File: config.mk
export PLATFORM = sky130hd
export DESIGN_NAME = cfi_shadow_stack_stage
export DESIGN_NICKNAME = d
export VERILOG_FILES = /design/src/rtl/cfi_shadow_stack_stage.sv
export SDC_FILE = /design/constraint.sdc
export NUM_CORES = 1
export LEC_CHECK = 0
export CAP_MARGIN = 20
export CORE_ASPECT_RATIO = 1.1
export CORE_MARGIN = 1.5
export CORE_UTILIZATION = 70
export CTS_BUF_LIST = sky130_fd_sc_hd__clkbuf_8
export CTS_CLUSTER_DIAMETER = 200
export CTS_CLUSTER_SIZE = 40
export DETAILED_ROUTE_END_ITERATION = 10
export DONT_BUFFER_PORTS = 1
export HOLD_SLACK_MARGIN = 0.12
export PLACE_DENSITY = 0.86
export REMOVE_ABC_BUFFERS = 1
export SLEW_MARGIN = 40
export SYNTH_ARGS = -nofsm -noshare
export SYNTH_HDL_FRONTEND = slang
export SYNTH_SLANG_ARGS = --single-unit
export TNS_END_PERCENT = 50
File: constraint.sdc
create_clock -name clk_i -period 40.7 [get_ports clk_i]
set_clock_uncertainty 0.1 [all_clocks]
set_input_delay 6.105 -clock clk_i [delete_from_list [all_inputs] [get_ports clk_i]]
set_output_delay 6.105 -clock clk_i [all_outputs]
set_load 0.02 [all_outputs]
File: src/rtl/cfi_shadow_stack_stage.sv
// cfi_shadow_stack_stage
//   Buffers committed CFI events (CALL / RET / CORET) from NR_COMMIT_PORTS
//   commit ports in a small FIFO, drains one per cycle into a circular
//   hardware shadow stack and checks backward-edge targets.
// Ports:
//   clk_i, rst_i            clock, async active-high reset
//   en_i                    gates new enqueues only
//   flush_i                 clears FIFO/stack/lost and returns to RUN
//   ev_valid_i/kind/link/target  per-port event bundle (flat, port 0 lowest)
//   cfi_wait_o              stall commit when free FIFO slots < ports
//   cfi_fault_*_o           one-cycle registered fault pulse + cause/tval
//   depth_o                 valid shadow stack entries

// Per-port qualifier: does this port want a FIFO slot this cycle?
module cfi_port_decode (
  input  logic       valid,
  input  logic [1:0] kind,
  input  logic       gate,
  output logic       want
);
  assign want = gate & valid & (kind != 2'b00);
endmodule

module cfi_shadow_stack_stage #(
  parameter int NR_COMMIT_PORTS = 2,
  parameter int XLEN            = 64,
  parameter int FIFO_DEPTH      = 4,
  parameter int STACK_DEPTH     = 8,
  parameter int LOST_W          = 8
) (
  input  logic                            clk_i,
  input  logic                            rst_i,
  input  logic                            en_i,
  input  logic                            flush_i,
  input  logic [NR_COMMIT_PORTS-1:0]      ev_valid_i,
  input  logic [2*NR_COMMIT_PORTS-1:0]    ev_kind_i,
  input  logic [XLEN*NR_COMMIT_PORTS-1:0] ev_link_i,
  input  logic [XLEN*NR_COMMIT_PORTS-1:0] ev_target_i,
  output logic                            cfi_wait_o,
  output logic                            cfi_fault_valid_o,
  output logic [1:0]                      cfi_fault_cause_o,
  output logic [XLEN-1:0]                 cfi_fault_tval_o,
  output logic [$clog2(STACK_DEPTH):0]    depth_o
);
  localparam int FAW = $clog2(FIFO_DEPTH);
  localparam int SAW = $clog2(STACK_DEPTH);

  typedef struct packed {
    logic [1:0]      kind;
    logic [XLEN-1:0] link;
    logic [XLEN-1:0] target;
  } cfi_ev_t;

  typedef enum logic {RUN, HALT} state_t;

  cfi_ev_t         fifo_q [FIFO_DEPTH];
  logic [XLEN-1:0] stk_q  [STACK_DEPTH];
  logic [FAW:0]    wp_q, rp_q, count, free;
  logic [SAW-1:0]  top_q;
  logic [SAW:0]    depth_q;
  logic [LOST_W-1:0] lost_q;
  state_t          state_q;

  // Pointers carry a wrap bit so full/empty fall out of the difference.
  assign count      = wp_q - rp_q;
  assign free       = (FAW+1)'(FIFO_DEPTH) - count;
  assign cfi_wait_o = free < (FAW+1)'(NR_COMMIT_PORTS);
  assign depth_o    = depth_q;

  // ---------------- enqueue ----------------
  logic [NR_COMMIT_PORTS-1:0]        want, acc;
  logic [NR_COMMIT_PORTS-1:0][FAW:0] slot;
  logic [FAW:0]                      nacc;
  logic                              ovr;

  for (genvar p = 0; p < NR_COMMIT_PORTS; p++) begin : g_port
    cfi_port_decode u_dec (
      .valid(ev_valid_i[p]),
      .kind (ev_kind_i[2*p +: 2]),
      .gate (en_i & ~flush_i),
      .want (want[p])
    );
  end

  // Slots are handed out in port order; anything past the free count is dropped.
  always_comb begin
    nacc = '0;
    ovr  = 1'b0;
    acc  = '0;
    slot = '0;
    for (int i = 0; i < NR_COMMIT_PORTS; i++) begin
      slot[i] = wp_q + nacc;
      if (want[i]) begin
        if (nacc < free) begin
          acc[i] = 1'b1;
          nacc   = nacc + 1'b1;
        end else begin
          ovr = 1'b1;
        end
      end
    end
  end

  // ---------------- drain / check ----------------
  cfi_ev_t         head;
  logic            drain;
  logic [SAW-1:0]  top_m1, t_n, push_idx;
  logic [SAW:0]    d_n;
  logic [LOST_W-1:0] l_n;
  logic            flt, push_en;
  logic [1:0]      flt_cause;
  logic [XLEN-1:0] flt_tval;

  assign head   = fifo_q[rp_q[FAW-1:0]];
  assign drain  = (count != '0) && (state_q == RUN) && !flush_i;
  assign top_m1 = top_q - 1'b1;

  // kind[1] = return check (RET, CORET), kind[0] = push link (CALL, CORET).
  always_comb begin
    d_n       = depth_q;
    t_n       = top_q;
    l_n       = lost_q;
    flt       = 1'b0;
    flt_cause = 2'b00;
    flt_tval  = '0;
    push_en   = 1'b0;
    push_idx  = top_q;
    if (drain) begin
      if (head.kind[1]) begin
        if (depth_q != '0) begin
          d_n = depth_q - 1'b1;
          t_n = top_m1;
          if (stk_q[top_m1] != head.target) begin
            flt       = 1'b1;
            flt_cause = 2'b01;
            flt_tval  = head.target;
          end
        end else if (lost_q != '0) begin
          // Entry was overwritten earlier: cannot check, just account for it.
          l_n = lost_q - 1'b1;
        end else begin
          flt       = 1'b1;
          flt_cause = 2'b10;
          flt_tval  = head.target;
        end
      end
      if (head.kind[0] && !flt) begin
        push_en  = 1'b1;
        push_idx = t_n;
        t_n      = t_n + 1'b1;
        if (d_n == (SAW+1)'(STACK_DEPTH)) begin
          if (l_n != {LOST_W{1'b1}}) l_n = l_n + 1'b1;
        end else begin
          d_n = d_n + 1'b1;
        end
      end
    end
    // Check faults outrank a simultaneous overrun.
    if (!flt && ovr) begin
      flt       = 1'b1;
      flt_cause = 2'b11;
      flt_tval  = '0;
    end
  end

  // ---------------- storage (no reset needed) ----------------
  always_ff @(posedge clk_i) begin
    for (int i = 0; i < NR_COMMIT_PORTS; i++)
      if (acc[i])
        fifo_q[slot[i][FAW-1:0]] <= '{kind:   ev_kind_i[2*i +: 2],
                                      link:   ev_link_i[XLEN*i +: XLEN],
                                      target: ev_target_i[XLEN*i +: XLEN]};
    if (push_en) stk_q[push_idx] <= head.link;
  end

  // ---------------- control ----------------
  always_ff @(posedge clk_i or posedge rst_i) begin
    if (rst_i) begin
      wp_q              <= '0;
      rp_q              <= '0;
      top_q             <= '0;
      depth_q           <= '0;
      lost_q            <= '0;
      state_q           <= RUN;
      cfi_fault_valid_o <= 1'b0;
      cfi_fault_cause_o <= 2'b00;
      cfi_fault_tval_o  <= '0;
    end else if (flush_i) begin
      wp_q              <= '0;
      rp_q              <= '0;
      top_q             <= '0;
      depth_q           <= '0;
      lost_q            <= '0;
      state_q           <= RUN;
      cfi_fault_valid_o <= 1'b0;
      cfi_fault_cause_o <= 2'b00;
      cfi_fault_tval_o  <= '0;
    end else begin
      wp_q              <= wp_q + nacc;
      rp_q              <= rp_q + (FAW+1)'(drain);
      top_q             <= t_n;
      depth_q           <= d_n;
      lost_q            <= l_n;
      if (flt) state_q  <= HALT;
      cfi_fault_valid_o <= flt;
      cfi_fault_cause_o <= flt_cause;
      cfi_fault_tval_o  <= flt_tval;
    end
  end
endmodule

# --- Word-level counts from Yosys, hierarchy flattened ---
# Memory sizes are Yosys's and may differ from the RTL's.
# Cells that the tools add are included.
word_totals:
  inputBits: 266
  ff_bits: 89
  ramBits: 1032
  out_inout_bits: 72
  word_cells: 120
  memories: 2
memory_table:
  columns: ["memory", "words", "width", "read_ports", "rd_clocked_by_memory_dff", "write_ports", "line", "text"]
  rows:
  - ["fifo_q", 4, 130, 1, 0, 2, "56", "cfi_ev_t fifo_q [FIFO_DEPTH];"]
  - ["stk_q", 8, 64, 1, 0, 1, "57", "logic [XLEN-1:0] stk_q [STACK_DEPTH];"]
classes:
  reduce_logical: 14
  mux: 70
  n_addsub: 12
  order_cmp: 3
  eq_ne: 3
  bitwise: 7
ops:
  columns: ["operator", "n"]
  rows:
  - ["2-to-1 mux 64 bit", 7]
  - ["2-to-1 mux 8 bit", 9]
  - ["!= test 64 bit", 1]
  - ["2-to-1 mux 3 bit", 12]
  - ["2-to-1 mux 1 bit", 29]
  - ["2-to-1 mux 4 bit", 7]
  - ["2-to-1 mux 2 bit", 6]
  - ["adder 8 x 1 -> 8 bit, second input constant", 1]
  - ["!= test 8 bit, second input constant", 1]
  - ["nonzero test 2 bit", 4]
  - ["nonzero test 8 bit", 1]
  - ["subtractor 8 x 1 -> 8 bit, second input constant", 1]
  - ["adder 3 x 1 -> 3 bit, second input constant", 2]
  - ["bitwise AND 1 bit", 5]
  - ["adder 4 x 1 -> 4 bit, second input constant", 1]
  - ["== test 4 bit, second input constant", 1]
  - ["logical AND 1 bit", 4]
  - ["nonzero test 4 bit", 1]
  - ["subtractor 4 x 1 -> 4 bit, second input constant", 1]
  - ["adder 3 x 1 -> 3 bit", 1]
  - ["adder 3 bit", 1]
  - ["zero test 1 bit", 3]
  - ["< comparator 1 x 3 -> 1 bit, first input constant", 1]
  - ["< comparator 3 x 2 -> 1 bit, second input constant", 1]
  - ["7 further kinds", 8]

# --- Longest topological paths before layout ---
# An unclocked memory read counts as a cell.
logic_depth:
  depth_word: 13
  depth_mapped: 20
  mapped_depth_nobuf: 17

# --- Modules after synthesis ---
# A second synthesis with hierarchy kept.
hier_totals:
  hier_cells: 2509
  area_unflattened_um2: 48814.3
by_module_without_submodules:
  columns: ["mod", "instances", "cells_per_inst", "area_per_inst_um2", "seq_area_each_um2"]
  rows:
  - ["cfi_shadow_stack_stage", 1, 2507, 48794.3, 33216.9]
  - ["cfi_port_decode", 2, 1, 10.0, 0.0]

# --- Worst setup path after synthesis ---
# OpenSTA, ideal clock, no wires.
synth_path:
  kind: "input -> register"
  from: "in ev_kind_i[1]"
  to: "mem fifo_q[3][0] (netlist bit), enable pin"
  path_stages: 5
  t_arrival_ps: 16102
  setup_slack_ps: 23699
  setup_ps: 799
  path_buffers: 0
  required_time_ps: 39801
  cell_sequence: "o21ai_0 nor3b_1 a21boi_0 nand2_1 o21ai_0"
synth_rtl:
  columns: ["item", "line", "text"]
  rows:
  - ["from (decl)", "36", "input logic [2*NR_COMMIT_PORTS-1:0] ev_kind_i,"]
  - ["to (decl)", "56", null]

==> flow_summary.toml <==
[power]
pwr-share-comb_pct = 32.8
power_density_nw_per_um2 = 54.5
p_leak_nw = 16.0
p_switching_mw = 0.894
peakVddDrop_mv = 0.0452
clockPowerShare_pct = 14.1
internal-power_mw = 1.88
p_seq_share_pct = 53.1
netSwitchingFraction_pct = 32.3

[sta]
fin_crit_sh_pct = 24.1
slew_headroom_pct = 42.1
tightest_slew_ns = 0.869
setup_viol = 0
fin_tns_setup_ns = 0
rsz0062_at_grt = "false"
layout_min_cycle_time_ns = 9.82
hold_viol = 0
max_freq_ghz = 0.102
finalMaxSlewViolations = 0

[placement]
place_hpwl_mm = 65.7
gp_congestion = 0.831
port_buffers = 0

[global_route]
antenna_found_initial = 1
track_usage_pct = 30.2
grt_pass1_vias = 25542
overflow = 0
grt_max_degree = 83
grt_pass1_wl_mm = 158

[synth]
synthTopCellsByCount = "edfxtp_1, mux2_2, mux4_2"
synth_edf_count = 1032
ys_top_cells_by_area = "edfxtp_1, mux2_2, mux4_2, dfrtp_1, mux2i_1"
syn_inst = 2524
ys_seq_area_share_pct = 67.9
yosysUniqueCellTypes = 56
syn_area_um2 = 48900
yosysWarnings = 0
async_flop_share_pct = 7.94
yosysTopAreaCellShare_pct = 63.4
syn_avg_cell_area_um2 = 19.4
synth_top_cell_by_area = "edfxtp_1"
synth-seq-cells = 1121
yosysMostFrequentCell = "edfxtp_1"
ys.flop_type = "edfxtp_1"

[floorplan]
rows = 101
die_y_um = 280
ios = 338
die_w_um = 255
die_area_um2 = 71500
start_util_pct = 70.7
core-area_um2 = 69100

[cts]
insertion_delay_ns = 0.73
numCtsBuffers = 34
root_buffer = "clkbuf_8"
cts_resized = 0
cts_tree = "yes"
cts_hold_buf = 0
ctsHtreeMaxLevel = 2
clockBufferDepth = 3
path_clk_slew_ns = 0.24
clock-sinks = 1121
postCtsSetupRepairBufs = 0

[critical_path]
cp_cell_sequence = "o21ai_0, nor3b_1, a21boi_0, ha_1, xor2_1, nand3_4, o21ai_4, buf_4, buf_4"
critPathSlowestCell = "buf_4"
endpoint_kind = "register"
cp.arrival_ns = 10.00
path_class = "input port to register"
max_stage_delay_ns = 0.62
path_common_cell = "buf_4"
startpoint_type = "input port"
cp.required_ns = 40.88
path_max_fanout = 44

[run]
maxCapViolCount = 0

[detailed_routing]
drt_iter0_drc = 2694
wl_per_cell_um = 31.1
ant_nets = 0
drcViolationCount = 0
via_count = 24082
via_per_inst = 7.06
firstDrtPassIters = 5
wirelength_mm = 106

[run_status]
status = "finished clean"

[layout]
n_fill_cell = 3849
register_area_um2 = 33200
fin_nets = 2743
drive_gt1_share_pct = 36.0
multi_input_area_um2 = 15200
final_core_util_pct = 73.5
syn2layout_area_growth_pct = 3.86

[hold_path]
hold_path.class = "register to register"
-- cell type report --
class	instances	area share, %
sequential	1121	65.4
multi-input combinational	1233	29.8
tap	927	2.28
timing repair buffer	46	1.07
clock buffer	35	0.948
clock inverter	25	0.244
inverter	25	0.190
antenna	1	0.00493
-- metrics by stage --
stage	power (mW)	instances	setup slack, ns	hold slack [ns]	instance area (µm²)
finish	2.77	3413	30.88	0.461	50800
global route	2.88	3413	30.66	0.504	50800
CTS	2.77	3412	30.97	0.457	50800
detailed placement	2.40	3352	30.26	0.407	50200
global placement	2.36	3346	30.32	0.392	50000
floorplan	2.23	2379	17.12	0.377	48300
-- critical path: cells and delay by family --
kind            cells  cell delay, ns
xor+xnor            1            0.32
fa+ha+maj           1            0.28
buf+inv             2            1.21
compound gates      3            0.94
simple gates        2            1.07
-- cells by family (layout without fill, tap and decap cells) --
logic type,Yosys count,after routing,synth area share (%)
compound gates,63,63,0.880
simple gates,219,219,2.48
other cells,0,1,0
fa+ha+maj,17,17,0.461
xor+xnor,81,81,1.45
buf+inv,170,131,1.43
mux,853,853,25.4
flops,1121,1121,67.9
-- power groups by stage --
stage / Combinational (mW) / Clock [mW] / Sequential (mW)
CTS: 0.910 / 0.394 / 1.47
global route: 0.968 / 0.429 / 1.48
finish: 0.908 / 0.391 / 1.47
global placement: 0.872 / 0 / 1.49
detailed placement: 0.907 / 0 / 1.50
floorplan: 0.713 / 0 / 1.52
-- metal layers --
metal	routed length, µm	track usage, %	vias up
met3	9170	5.58	162
met1	38900	40.1	12733
li1	-	-	10001
met2	55200	51.7	1186
met5	0	0	-
met4	2820	8.62	0
-- cells in the final DEF, fill, tap and decap left out, drive strengths merged, types with 3 or more instances in the layout --
master  Yosys  layout
mux2i      74      74
mux2      522     522
dfrtp      89      89
a41oi       3       3
buf        53      46
inv        25      48
o22ai       3       3
ha         14      14
mux4      257     257
o21ai      15      15
or2         4       4
nor3b       3       3
a31oi       4       4
a21oi      14      14
nor4       10      10
o31ai       3       3
or3         4       4
nor3       17      17
and3        6       6
clkbuf     92      35
nor2b       9       9
xnor2      15      15
edfxtp   1032    1032
nand4      19      19
nor2       34      34
xor2       66      66
o311ai      4       4
nand2b      3       3
nand2      26      26
and2       65      65
nand3      13      13
-- sequential cells by signal (all words and copies together) (netlist names), 2 cells and up --
name and flops:
rp_q 3, cfi_fault_tval_o 64, fifo_q 520, top_q 3, wp_q 3, stk_q 512, lost_q 8, cfi_fault_cause_o 2
depth_o 4
-- worst paths after layout --
path,startpoint,end,slack [ns],cells past startpoint
worst max register to register,top_q[0],stk_q[5][2],33.17,14
worst max-delay path,ev_kind_i[1],fifo_q[3][67],30.88,9
worst min register to register,state_q,state_q,0.46,1
min in group asynchronous,rst_i,cfi_fault_tval_o[15],5.17,1
worst min-delay path,state_q,state_q,0.46,1
max in group asynchronous,rst_i,top_q[0],34.27,2
No activity file was read; power rests on OpenSTA's default activity.
